## src/rtl/mlp_load_sequencer.sv

```systemverilog
// Streams int16 elements into paired 32-bit load beats for the MLP accelerator:
// layer 0 interleaves input rows with weight rows, then the later layers are weights only.
module mlp_load_sequencer #(
  parameter int NUM_LAYERS = 8
) (
  input  logic        clk,
  input  logic        rst_n,
  input  logic        start,
  output logic        busy,
  output logic        done,
  input  logic        s_valid,
  output logic        s_ready,
  input  logic [15:0] s_data,
  output logic        load_en_o,
  output logic [31:0] load_payload_o,
  output logic        load_type_o,
  output logic [3:0]  input_load_number_o,
  output logic [2:0]  layer_number_o,
  output logic [2:0]  weight_number_o
);

  // state | meaning
  // IDLE  | waiting for start
  // LD_IN | streaming the 16 input elements of the current layer-0 row
  // LD_W  | streaming the 16 weight elements of the current row
  // DONE  | final beat on the bus, then one cycle with done=1
  typedef enum logic [1:0] {IDLE, LD_IN, LD_W, DONE} state_t;

  localparam logic [2:0] LAST_LAYER = 3'(NUM_LAYERS - 1);

  state_t      state;
  logic [2:0]  layer;
  logic [3:0]  row;
  logic [2:0]  col;
  logic        half;
  logic [15:0] hold;
  logic        hs;

  assign s_ready = (state == LD_IN) || (state == LD_W);
  assign busy    = s_ready;
  assign hs      = s_valid & s_ready;

  always_ff @(posedge clk) begin
    if (!rst_n) begin
      state               <= IDLE;
      layer               <= '0;
      row                 <= '0;
      col                 <= '0;
      half                <= 1'b0;
      hold                <= '0;
      done                <= 1'b0;
      load_en_o           <= 1'b0;
      load_payload_o      <= '0;
      load_type_o         <= 1'b0;
      input_load_number_o <= '0;
      layer_number_o      <= '0;
      weight_number_o     <= '0;
    end else begin
      load_en_o <= 1'b0;
      done      <= 1'b0;
      case (state)
        IDLE: begin
          if (start) begin
            state <= LD_IN;
            layer <= '0;
            row   <= '0;
            col   <= '0;
            half  <= 1'b0;
          end
        end
        LD_IN, LD_W: begin
          if (hs) begin
            if (!half) begin
              hold <= s_data;
              half <= 1'b1;
            end else begin
              half                <= 1'b0;
              load_en_o           <= 1'b1;
              load_payload_o      <= {s_data, hold};
              load_type_o         <= (state == LD_IN);
              input_load_number_o <= row;
              layer_number_o      <= layer;
              weight_number_o     <= col;
              col                 <= col + 3'd1;
              // col wraps to 0 on its own; only row/layer/state need attention at the row end
              if (col == 3'd7) begin
                if (state == LD_IN) begin
                  state <= LD_W;
                end else if (layer == 3'd0) begin
                  if (row != 4'd15) begin
                    row   <= row + 4'd1;
                    state <= LD_IN;
                  end else begin
                    row   <= '0;
                    layer <= 3'd1;
                  end
                end else if (row != 4'd15) begin
                  row <= row + 4'd1;
                end else if (layer != LAST_LAYER) begin
                  row   <= '0;
                  layer <= layer + 3'd1;
                end else begin
                  state <= DONE;
                end
              end
            end
          end
        end
        DONE: begin
          // first DONE cycle carries the final beat; the second raises done
          if (!done) done <= 1'b1;
          else       state <= IDLE;
        end
        default: state <= IDLE;
      endcase
    end
  end

endmodule
```

## config.mk

```make
export PLATFORM = sky130hd
export DESIGN_NAME = mlp_load_sequencer
export DESIGN_NICKNAME = d
export VERILOG_FILES = /design/src/rtl/mlp_load_sequencer.sv
export SDC_FILE = /design/constraint.sdc
export NUM_CORES = 1
export LEC_CHECK = 0
export BUFFER_PORTS_ARGS = -buffer_cell sky130_fd_sc_hd__buf_4
export CAP_MARGIN = 10
export CORE_MARGIN = 2
export CORE_UTILIZATION = 39
export CTS_BUF_LIST = sky130_fd_sc_hd__clkbuf_4
export DETAILED_ROUTE_END_ITERATION = 8
export GPL_TIMING_DRIVEN = 0
export SLEW_MARGIN = 20
export SYNTH_ARGS = -nofsm -noshare
export SYNTH_HDL_FRONTEND = slang
export SYNTH_SLANG_ARGS = --single-unit
```

## constraint.sdc

```tcl
create_clock -name clk -period 1.7 [get_ports clk]
set_input_delay 0.085 -clock clk [delete_from_list [all_inputs] [get_ports clk]]
set_output_delay 0.085 -clock clk [all_outputs]
set_load 0.02 [all_outputs]
```

# == Yosys cells after proc, flatten, opt, wreduce, memory -nomap -nowiden ==
# Cells that the tools add are included.
# word_totals
elab_cells,90
inputBits,20
register_bits,74
out_inout_bits,47
# op_classes
reduce_logical,14
n_addsub,3
n_eq_ne,18
bitwise_logic,2
mux,40
# ops
cell,n
4-bit two-way mux,9
3-bit two-way mux,11
2-bit two-way mux,10
4-bit != test (second input constant),5
8-bit AND reduction,2
2-bit != test (second input constant),7
3-bit one-hot mux with 2 select lines,2
3-bit AND reduction,4
4-bit one-hot mux with 2 select lines,1
7-bit AND reduction,1
3-bit by 1-bit adder with 3-bit output (second input constant),2
3-bit != test (second input constant),2
2-bit one-hot mux with 3 select lines,1
1-bit two-way mux,5
4-bit by 1-bit adder with 4-bit output (second input constant),1
2-bit equality test (second input constant),2
4-bit AND reduction,1
3-bit equality test (second input constant),1
3-bit logical NOT,1
2-bit by 1-bit equality test with 1-bit output (second input constant),1
2-bit logical NOT,1
1-bit one-hot mux with 2 select lines,1
2-bit AND reduction,1
2-bit nonzero test,1
other kinds (4),4

# == Depth between registers and ports, before layout ==
# Gate-level depths: netlist of the first run.
# depth
ltp_word,9
mapped_depth,8
depth_no_buf,6

# == Worst setup path before layout of the first run ==
# Ideal clock, no wire load.
# synth_timing
path_type,register to register
start,register state[0]
end,register layer[0]
path_buffers,1
period_less_slack_ps,1896
setup_ps,117
stages_incl_launch_ff,7
path_slack_ps,-196
required_time_ps,1583
arrival_ps,1779
cell_sequence,dfxtp_1 inv_1 ha_1 buf_2 o41ai_1 a41oi_1 a22o_1
# synth_via
elab_chain_cells,5
elab_cells_between_ends,16
cone_classes,eq/ne (9); mux (1); bitwise (1); reduce/logical (5)
# synth_rtl
item,line,rtl
"start, declared",31,state_t state;
"start signal, assigned",45,state <= IDLE;
"start signal, assigned",64,state <= LD_IN;
"start signal, assigned",88,state <= LD_W;
2-bit by 1-bit equality test with 1-bit output / 2-bit equality test (equally long branches),39,assign s_ready = (state == LD_IN) || (state == LD_W);
1-bit logical OR (*),39,
named net busy,9,"output logic busy,"
1-bit bitwise AND (*),41,assign hs = s_valid & s_ready;
2-bit != test (no source line) (*),n/a,
8-bit AND reduction (no source line) (*),n/a,
"end signal, assigned",101,layer <= layer + 3'd1;
"end, declared",32,logic [2:0] layer;
# The timed path passes the listed nets; every way through them passes the cells marked *.
# A chain may end at the register's enable or synchronous reset.

# == Final worst setup path of the first run ==
# layout_timing
start,register col[0]
end,register row[3]
# layout_via
elab_chain_cells,3
# layout_rtl
item,line,rtl
"start, declared",34,logic [2:0] col;
"start signal, assigned",84,col <= col + 3'd1;
3-bit equality test,86,if (col == 3'd7) begin
2-bit != test (no source line),n/a,
7-bit AND reduction (no source line),n/a,
"end signal, assigned",91,row <= row + 4'd1;
"end signal, assigned",98,row <= row + 4'd1;
"end, declared",33,logic [3:0] row;
# No other way between the ends.

==> impl_metrics.json, run 1 <==
{
  "cts_tree": "yes",
  "endpoint": "row[3]$_SDFFE_PN0P_",
  "timing.final.crit_share_pct": 101,
  "numCtsBuffers": 9,
  "antenna_found_initial": 0,
  "cp-startpoint": "col[0]$_SDFFE_PN0P_",
  "die_height_um": 94.1,
  "hold_class": "in -> reg",
  "rsz0062_at_grt": "true",
  "netlist_area_mm2": 0.00317,
  "gp_congestion": 0.730,
  "synth_xor_area_share_pct": 0,
  "start_util_pct": 40.6,
  "synth_flop_cell": "dfxtp_1",
  "synth_top_family_by_area": "simple AND/OR/NAND/NOR gates",
  "cp_slowest_cell": "a2111oi_4",
  "synth-adder-area-share_pct": 3.95,
  "yosysUniqueCellTypes": 36,
  "ir_worst_vdd_uv": 515,
  "fill_cells": 732,
  "placed_cells": 541,
  "via_count": 2820,
  "ys_warn_count": 0,
  "max_freq_mhz": 582,
  "violations": "setup timing",
  "clkLatencyLatePin_ns": 0.43,
  "clk_pin_slew_worst_paths_ns": 0.13,
  "reg2reg_to": "row[3]$_SDFFE_PN0P_",
  "synth_compound_area_share_pct": 21.2,
  "status": "complete, but fails checks",
  "crit_path_start_kind": "register",
  "overflow": 0,
  "drv_cap": 0,
  "diodes": 0,
  "synth_edf_count": 0,
  "htree_levels": 3,
  "synth-simple-area-share_pct": 22.7,
  "dieArea_mm2": 0.00886,
  "tightest_slew_ns": 0.536,
  "drv_slew": 0,
  "io_pins": 67,
  "grt_max_degree": 15,
  "crit_chain": "ha_4, ha_4, nand3_4, a2111oi_4, nor2b_1, o31a_1",
  "core_area_mm2": 0.00781,
  "worstSetupEndpointType": "register",
  "reg2reg_slack_ns": -0.02,
  "worstPathRequired_ns": 2.02,
  "nets": 497,
  "drt-total-wl_um": 7870,
  "synth.net_count": 403,
  "p_leak_nw": 1.73,
  "multiInputGateArea_mm2": 0.00172,
  "dr.pass1.iters": 4,
  "die_x_um": 94.1,
  "drt-wirelength-per-cell_um": 13.7,
  "avgSynthCellArea_um2": 8.49,
  "areaGrowthSynthToFinish_pct": 38.2,
  "cp_max_fo": 5,
  "final_hold_viol_count": 0,
  "synth.area.mux_share_pct": 0.948,
  "grt_pass1_vias": 2590,
  "critPathKind": "reg -> reg",
  "grt_use_total_pct": 18.7,
  "r2r.worst_path.cells": 6,
  "drive_above_1_share_pct": 28.0,
  "power-per-cell-area_mw_per_mm2": 1060,
  "syn_inst": 373,
  "clock-root-buffer": "clkbuf_4",
  "crit_arrival_ns": 2.04,
  "setup_viol": 1,
  "dp_hpwl_um": 5340,
  "fin_cells": 574,
  "finClkSkew_ns": 0.0166,
  "drtIter0Drc": 104,
  "synth_seq_area_share_pct": 46.8,
  "portBuffers": 66,
  "r2r_start": "col[0]$_SDFFE_PN0P_",
  "vias_per_cell": 4.91,
  "fin_ws_ns": -0.0192,
  "place_ws_ns": -0.419,
  "grt_pass1_wl_um": 12700,
  "drc": 0,
  "slowest_delay_ns": 0.49,
  "ant_nets": 0,
  "clock_sinks": 74,
  "crit_top_cell": "ha_4",
  "period_needed_ns": 1.72,
  "slew_headroom_pct": 64.2,
  "clockBufferDepth": 2,
  "row_count": 32,
  "ff_latch_area_mm2": 0.00149,
  "async_reset_ff_share_pct": 0,
  "synth_seq_cells": 74
}
[power breakdown]
part | total (W) | switching (W) | internal (W)
clock | 0.00128 | 0.000666 | 0.000609
combinational | 0.00139 | 0.000742 | 0.000652
sequential | 0.00196 | 0.000102 | 0.00186
[per-layer routing]
layer  global-route usage [%]  wire length [um]  up-vias
met5                        0                 0        -
met4                     7.73               166        0
met3                     3.61               267       14
met2                     28.3              3550       61
met1                     26.0              3880     1303
li1                         -                 -     1442
[how the worst min path moves through the flow]
| stage | start | end | slack (ns) | cells after the start |
|---|---|---|---|---|
| 6_report | s_valid | half$_SDFFE_PN0P_ | 0.17 | 4 |
| 5_1_grt | start | half$_SDFFE_PN0P_ | 0.16 | 4 |
| 4_1_cts | start | half$_SDFFE_PN0P_ | 0.14 | 4 |
| 3_5_place_dp | s_data[13] | load_payload_o[29]$_SDFFE_PN0P_ | 0.36 | 3 |
| 3_3_place_gp | s_data[13] | hold[13]$_SDFFE_PN0P_ | 0.36 | 3 |
| 2_1_floorplan | s_data[0] | hold[0]$_SDFFE_PN0P_ | 0.23 | 2 |
[stage by stage]
stage	instance area [um2]	hold slack (ns)	power (W)	setup TNS (ns)	util [%]
4_1_cts	4290	0.139	0.00453	0	54.9
5_1_grt	4380	0.159	0.00489	-0.769	56.1
6_report	4380	0.171	0.00463	-0.0192	56.1
2_1_floorplan	3190	0.230	0.00271	0	-
3_3_place_gp	3810	0.360	0.00301	-16.27	48.8
3_5_place_dp	3810	0.365	0.00302	-17.92	48.8
[cell families (layout without fill, tap and decap cells)]
family | count (synthesis) | after routing
fa+ha+maj | 10 | 10
flops | 74 | 74
mux | 3 | 3
buf+inv | 33 | 132
compound gates | 85 | 85
simple gates | 168 | 168
[synthesized netlist by cell type, types with 2 or more instances]
cell type  number  area share, %
dfxtp_1        74             47
a22o_1          2           0.55
ha_1           10            3.9
nand4_1         3           0.59
a21oi_1         2           0.32
nand2_1       128             15
nor2b_1         7            1.4
o2111a_1        2           0.71
and3_1          8            1.6
inv_1           6           0.71
mux2i_1         3           0.95
o21a_1          4           0.95
clkbuf_1       16            1.9
and2_1          3           0.59
a21boi_0       64             15
nand3_1         7            1.1
o31a_1          3           0.83
nor3_1          3           0.47
buf_2          10            1.6
nor2_1          2           0.24
[cells in the final DEF, fill, tap and decap left out, drive strengths merged]
| master | Yosys | layout |
|---|---|---|
| nand3 | 7 | 7 |
| a22o | 2 | 2 |
| a21boi | 65 | 65 |
| a31oi | 1 | 1 |
| bufinv | 0 | 2 |
| clkinv | 0 | 3 |
| o41ai | 1 | 1 |
| dlygate4sd3 | 0 | 16 |
| nand2 | 128 | 128 |
| ha | 10 | 10 |
| a221oi | 1 | 1 |
| or3 | 1 | 1 |
| a21oi | 2 | 2 |
| o311ai | 1 | 1 |
| clkbuf | 16 | 25 |
| mux2i | 3 | 3 |
| o31a | 3 | 3 |
| nand2b | 1 | 1 |
| and4b | 1 | 1 |
| nor2 | 2 | 2 |
| and2 | 3 | 3 |
| and3 | 8 | 8 |
| a21o | 1 | 1 |
| inv | 6 | 8 |
| nor2b | 7 | 7 |
| a2111oi | 1 | 1 |
| dfxtp | 74 | 74 |
| o21a | 4 | 4 |
| nor4 | 1 | 1 |
| or2 | 1 | 1 |
| nor3 | 3 | 3 |
| nand4 | 3 | 3 |
| nor3b | 1 | 1 |
| nand4b | 1 | 1 |
| o2111a | 2 | 2 |
| buf | 11 | 78 |
| a41oi | 1 | 1 |
[critical path: cells and delay by family, from the launching register on]
kind	cells	cell delay, ns
AO/OA/AOI/OAI	2	0.73
adder cells (fa/ha/maj)	2	0.30
flip-flops	1	0.38
AND/OR/NAND/NOR	2	0.20
[area by class of cell]
class / count / area share (%)
multi-input cells: 266 / 39.3
flip-flops and latches: 74 / 34.1
inverters: 6 / 0.572
clock inverters: 7 / 2.29
plain buffers: 23 / 3.46
clock buffers: 9 / 1.54
repair buffers: 87 / 15.8
well taps: 102 / 2.92
[what timing repair did]
item                                   CTS  global route
setup buffers                            3             2
gates resized for setup                 41            22
endpoints found under the hold margin   32             0
hold buffers                            16             0
gates cloned                             0             0
pin swaps                                2            12
setup endpoints to repair               66            57
[state kept, by name, indices dropped and copies added, names as in the netlist]
signal / count
input_load_number_o: 4
weight_number_o: 3
half: 1
layer: 3
load_type_o: 1
layer_number_o: 3
row: 4
done: 1
col: 3
load_payload_o: 32
load_en_o: 1
state: 2
hold: 16
No activity file was read; power rests on OpenSTA's default activity.
==> inputs of run 2 (changes only) <==
clock period = 1.9 ns   (was 1.7 ns; I/O delays follow)
==> run 2 against run 1 <==
The run now ends clean. First-iteration DRC count shrank 29%. Final area fell by 4.7%. Flip-flop and latch count is the same. Clock skew about the same. Count of clock-buffer cells in the layout is the same. Combinational power decreased by 27%. Worst hold slack lost 0.0098 ns. Worst setup slack better by 0.090 ns. Total power down 19%. Critical path type unchanged. Global-route usage down 0.53 points. Highest routed layer unchanged. Register-to-register slack better by 0.09 ns.
==> impl_metrics.json, run 2 (synthesis gave the netlist of run 1 again) <==
{
  "htree_levels": 3,
  "core_area_mm2": 0.00781,
  "cp_max_fo": 5,
  "fin_cells": 570,
  "grt_use_total_pct": 18.2,
  "cts_tree": "yes",
  "reg2reg_slack_ns": 0.07,
  "ant_nets": 0,
  "row_count": 32,
  "r2r.worst_path.cells": 6,
  "via_count": 2775,
  "clkLatencyLatePin_ns": 0.41,
  "clk_pin_slew_worst_paths_ns": 0.13,
  "grt_max_degree": 15,
  "power.share.sequential_pct": 46.6,
  "final_common_cell": "nand2_1",
  "vias_per_cell": 4.87,
  "critPathKind": "reg -> reg",
  "drv_cap": 0,
  "overflow": 0,
  "crit_path_start_kind": "register",
  "fin_ws_ns": 0.0711,
  "intPower_w": 0.00250,
  "slew_headroom_pct": 65.6,
  "largest_register_ff_count": 32,
  "timing.final.crit_share_pct": 96.3,
  "power_switching_share_pct": 33.2,
  "clock_sinks": 74,
  "final_cell_mix": "nand2_1, dfxtp_1, buf_4",
  "placed_area_mm2": 0.00379,
  "dp_hpwl_um": 5320,
  "p_leak_nw": 1.66,
  "drtIter0Drc": 74,
  "clock-root-buffer": "clkbuf_4",
  "start_util_pct": 40.6,
  "max_freq_mhz": 547,
  "r2r_start": "col[0]$_SDFFE_PN0P_",
  "crit_arrival_ns": 2.19,
  "setup_viol": 0,
  "io_pins": 67,
  "antenna_found_initial": 0,
  "switchingPower_w": 0.00124,
  "die_x_um": 94.1,
  "drv_slew": 0,
  "drt-wirelength-per-cell_um": 13.5,
  "grt_pass1_vias": 2652,
  "hold_class": "in -> reg",
  "nets": 493,
  "finClkSkew_ns": 0.0171,
  "die_height_um": 94.1,
  "dr.pass1.iters": 4,
  "endpoint": "row[3]$_SDFFE_PN0P_",
  "pwr-share-comb_pct": 27.1,
  "reg_top3": "load_payload_o (32), hold (16)",
  "regMostFlops": "load_payload_o",
  "reg2reg_to": "row[3]$_SDFFE_PN0P_",
  "period_needed_ns": 1.83,
  "place_ws_ns": -0.365,
  "areaGrowthSynthToFinish_pct": 31.7,
  "postLayoutCoreUtil_pct": 53.4,
  "drc": 0,
  "worstPathRequired_ns": 2.26,
  "portBuffers": 66,
  "p_clk_share_pct": 26.4,
  "placed_cells": 541,
  "dieArea_mm2": 0.00886,
  "cp-startpoint": "col[0]$_SDFFE_PN0P_",
  "tightest_slew_ns": 0.513,
  "stdcell_area_mm2": 0.00417,
  "ir_worst_vdd_uv": 515,
  "clockBufferDepth": 2,
  "drt-total-wl_um": 7690,
  "worstSetupEndpointType": "register",
  "grt_pass1_wl_um": 12500,
  "status": "completed",
  "holdPathStages": 5,
  "final_hold_viol_count": 0,
  "power-per-cell-area_mw_per_mm2": 897,
  "numCtsBuffers": 9,
  "fill_cells": 756,
  "diodes": 0,
  "gp_congestion": 0.788,
  "drive_above_1_share_pct": 24.6
}
run 2: cell types whose count changed in the layout (fill, tap and decap cells not counted), moves of 3 or more:
cell      delta
clkbuf_4     -6
buf_2        +9
buf_4        -8
dfxtp_1      +3
dfxtp_2      -3
run 2: final cells by class:
class | count | area (um2) | area share, %
Buffer | 24 | 114 | 2.73
Inverter | 6 | 22.5 | 0.540
Timing Repair Buffer | 82 | 656 | 15.7
Tap cell | 102 | 128 | 3.06
Multi-Input combinational cell | 266 | 1620 | 38.9
Sequential cell | 74 | 1490 | 35.7
Clock buffer | 9 | 67.6 | 1.62
Clock inverter | 7 | 75.1 | 1.80
run 2: how the worst min path moves through the flow:
stage,from,endpoint
final,s_valid,hold[4]$_SDFFE_PN0P_
after CTS,s_valid,hold[4]$_SDFFE_PN0P_
after global routing,s_valid,hold[2]$_SDFFE_PN0P_
after detailed placement,s_data[10],load_payload_o[26]$_SDFFE_PN0P_
after floorplan,s_data[0],hold[0]$_SDFFE_PN0P_
after global placement,s_data[10],load_payload_o[26]$_SDFFE_PN0P_
run 2: power by group through the flow:
stage	Clock (W)	Sequential [W]	Combinational [W]
3_3_place_gp	0	0.00176	0.000895
6_report	0.000987	0.00174	0.00101
4_1_cts	0.00102	0.00173	0.000981
3_5_place_dp	0	0.00176	0.000904
5_1_grt	0.00109	0.00176	0.00111
2_1_floorplan	0	0.00176	0.000629
run 2: layer usage:
metal	vias up	track usage, %	share of wire (%)
li1	1430	-	-
met1	1263	24.4	48
met2	78	28.7	45
met3	4	3.77	5.3
met4	0	7.00	0.91
met5	-	0	0
run 2: stage by stage:
step	hold WS (ns)	total power (W)	setup TNS [ns]
6_report	0.161	0.00374	0
5_1_grt	0.184	0.00396	-0.0498
4_1_cts	0.133	0.00373	0
3_5_place_dp	0.376	0.00267	-15.17
3_3_place_gp	0.371	0.00265	-12.53
2_1_floorplan	0.240	0.00239	0
run 2: timing repair:
action                                  in CTS  in global routing
endpoints found under the setup margin      63                 44
cloned                                       0                  0
hold buffers                                16                  0
hold endpoints to repair                    32                  0
gates resized for setup                     11                 22
buffers inserted                             0                  0
pin swaps                                    1                  1
run 2: critical path, cell delays in order (launching register included):
cell	delay, ns
dfxtp_2	0.38
ha_1	0.21
ha_4	0.17
nand3_2	0.13
a2111oi_4	0.51
nor3b_2	0.24
o31a_1	0.14
==> inputs of run 3 (changes only) <==
ABC_AREA = 1   (was unset)
==> run 3 against run 2 <==
First-iteration DRC count grew 39%. Largest cell class is now flip-flops and latches. Clock skew down 0.0053 ns. Worst hold slack lost 0.060 ns. Final cell count rose by 5.8%.
==> impl_metrics.json, run 3 <==
{
  "drive_above_1_share_pct": 24.0,
  "yosysUniqueCellTypes": 28,
  "synth_seq_cells": 74,
  "clk_pin_slew_worst_paths_ns": 0.11,
  "ys_warn_count": 0,
  "finClkSkew_ns": 0.0118,
  "synth_edf_count": 0,
  "crit_arrival_ns": 2.08,
  "avgSynthCellArea_um2": 7.76,
  "dp_hpwl_um": 5810,
  "fin_cells": 603,
  "grt_use_total_pct": 19.6,
  "worstSetupEndpointType": "register",
  "grt_pass1_wl_um": 13300,
  "cp_max_fo": 10,
  "core_area_mm2": 0.00773,
  "nets": 527,
  "p_leak_nw": 1.78,
  "fin_ws_ns": 0.124,
  "drv_cap": 0,
  "whs_ns": 0.101,
  "period_needed_ns": 1.78,
  "crit_top_cell": "nor2_1",
  "largest_register_ff_count": 32,
  "slew_headroom_pct": 61.9,
  "syn_inst": 401,
  "netlist_area_mm2": 0.00311,
  "clkLatencyLatePin_ns": 0.41,
  "hold_class": "in -> reg",
  "die_x_um": 93.3,
  "cts_tree": "yes",
  "die_height_um": 93.3,
  "postLayoutCoreUtil_pct": 53.0,
  "antenna_found_initial": 0,
  "numCtsBuffers": 9,
  "holdPathStages": 5,
  "io_pins": 67,
  "r2r.worst_path.cells": 9,
  "crit_chain": "inv_1, ha_1, buf_6, nand2_4, nor2_4, inv_2, buf_2, nor2_1, nor2_1",
  "vias_per_cell": 4.87,
  "slowest_delay_ns": 0.37,
  "regMostFlops": "load_payload_o",
  "via_count": 2939,
  "drv_slew": 0,
  "grt_max_degree": 13,
  "final_hold_viol_count": 0,
  "portBuffers": 66,
  "placed_cells": 569,
  "gp_congestion": 0.882,
  "row_count": 32,
  "final_cell_mix": "nand2_1, dfxtp_1, buf_4",
  "crit_path_start_kind": "register",
  "synth_common_cells": "dfxtp_1, nand2_1, nand3_1",
  "status": "completed",
  "rsz0062_at_grt": "false",
  "tightest_slew_ns": 0.572,
  "start_util_pct": 40.3,
  "dr.pass1.iters": 4,
  "power-per-cell-area_mw_per_mm2": 1200,
  "clockBufferDepth": 2,
  "cp_slowest_cell": "dfxtp_1",
  "clock_sinks": 74,
  "worstPathRequired_ns": 2.21,
  "tns_ns": 0,
  "synthDominantCellAreaShare_pct": 47.6,
  "drt-total-wl_um": 8160,
  "drc": 0,
  "dieArea_mm2": 0.00871,
  "diodes": 0,
  "max_freq_mhz": 563,
  "grt_pass1_vias": 2755,
  "path_depth": 9,
  "yosysMostFrequentCell": "dfxtp_1",
  "reg2reg_slack_ns": 0.12,
  "cp_top_family": "buffers and inverters",
  "reg_top3": "load_payload_o (32), hold (16)",
  "synth_flop_cell": "dfxtp_1",
  "drtIter0Drc": 103,
  "critPathKind": "reg -> reg",
  "synth_area_leaders": "dfxtp_1, nand2_1, nand3_1, a21oi_1, nor2_1",
  "htree_levels": 3,
  "crit_buf_inv": 4,
  "ant_nets": 0,
  "synth_seq_area_share_pct": 47.6,
  "fill_cells": 753,
  "ir_worst_vdd_uv": 619,
  "synth.net_count": 431,
  "overflow": 0,
  "drt-wirelength-per-cell_um": 13.5,
  "setup_viol": 0,
  "async_reset_ff_share_pct": 0,
  "areaGrowthSynthToFinish_pct": 31.8,
  "place_ws_ns": 0.0633,
  "clock-root-buffer": "clkbuf_4",
  "timing.final.crit_share_pct": 93.5,
  "yosysTopAreaCell": "dfxtp_1"
}
==> run 3: kinds of logic (layout without fill, tap and decap cells) <==
kind of cell / count (synthesis) / after routing / share of synthesized area, %
flip-flops: 74 / 74 / 47.6
AO/OA/AOI/OAI: 72 / 72 / 11.9
adder cells (fa/ha/maj): 10 / 10 / 4.02
AND/OR/NAND/NOR: 198 / 198 / 29.6
buffers and inverters: 47 / 147 / 6.80
==> run 3: worst paths after layout <==
path,to,startpoint
worst min register to register,done$_SDFF_PN0_,done$_SDFF_PN0_
worst max register to register,hold[15]$_SDFFE_PN0P_,state[1]$_SDFFE_PN0P_
worst min-delay path,half$_SDFFE_PN0P_,s_valid
worst max-delay path,hold[15]$_SDFFE_PN0P_,state[1]$_SDFFE_PN0P_
==> run 3: tightest hold or removal path, delay by kind of cell <==
family | cells | cell delay (ns)
compound gates | 1 | 0.06
buf+inv | 2 | 0.19
simple gates | 2 | 0.12
==> run 3: area by class of cell <==
type                       count  area (um2)  share of cell area (%)
buffer                        25         129                    3.14
clock buffer                  10        75.1                    1.83
clock inverter                 5         104                    2.53
inverter                      22        82.6                    2.01
multi-input combinational    280        1420                    34.6
sequential                    74        1480                    36.2
tap                          102         128                    3.11
timing repair buffer          85         681                    16.6
==> run 3: metal layers <==
| metal | vias up | global-route usage (%) | wire length, um |
|---|---|---|---|
| met2 | 66 | 32.1 | 3890 |
| met5 | - | 0 | 0 |
| met1 | 1354 | 25.9 | 3780 |
| li1 | 1510 | - | - |
| met4 | 0 | 6.62 | 96 |
| met3 | 9 | 3.55 | 397 |
==> run 3: through the flow <==
step	instance area [um2]	power, W
floorplan	3110	0.00324
finish	4100	0.00494
global placement	3730	0.00368
detailed placement	3730	0.00370
CTS	4080	0.00495
global route	4100	0.00529
==> run 3: power breakdown <==
group          total (W)  internal, W  switching, W
combinational    0.00179     0.000630       0.00116
clock            0.00123     0.000675      0.000553
sequential       0.00192      0.00177      0.000159
==> run 3: what timing repair did <==
item | CTS | global route
hold endpoints to repair | 32 | 0
hold buffers | 17 | 0
setup endpoints to repair | 0 | 31
gates resized for setup | 0 | 2
buffers inserted | 0 | 2
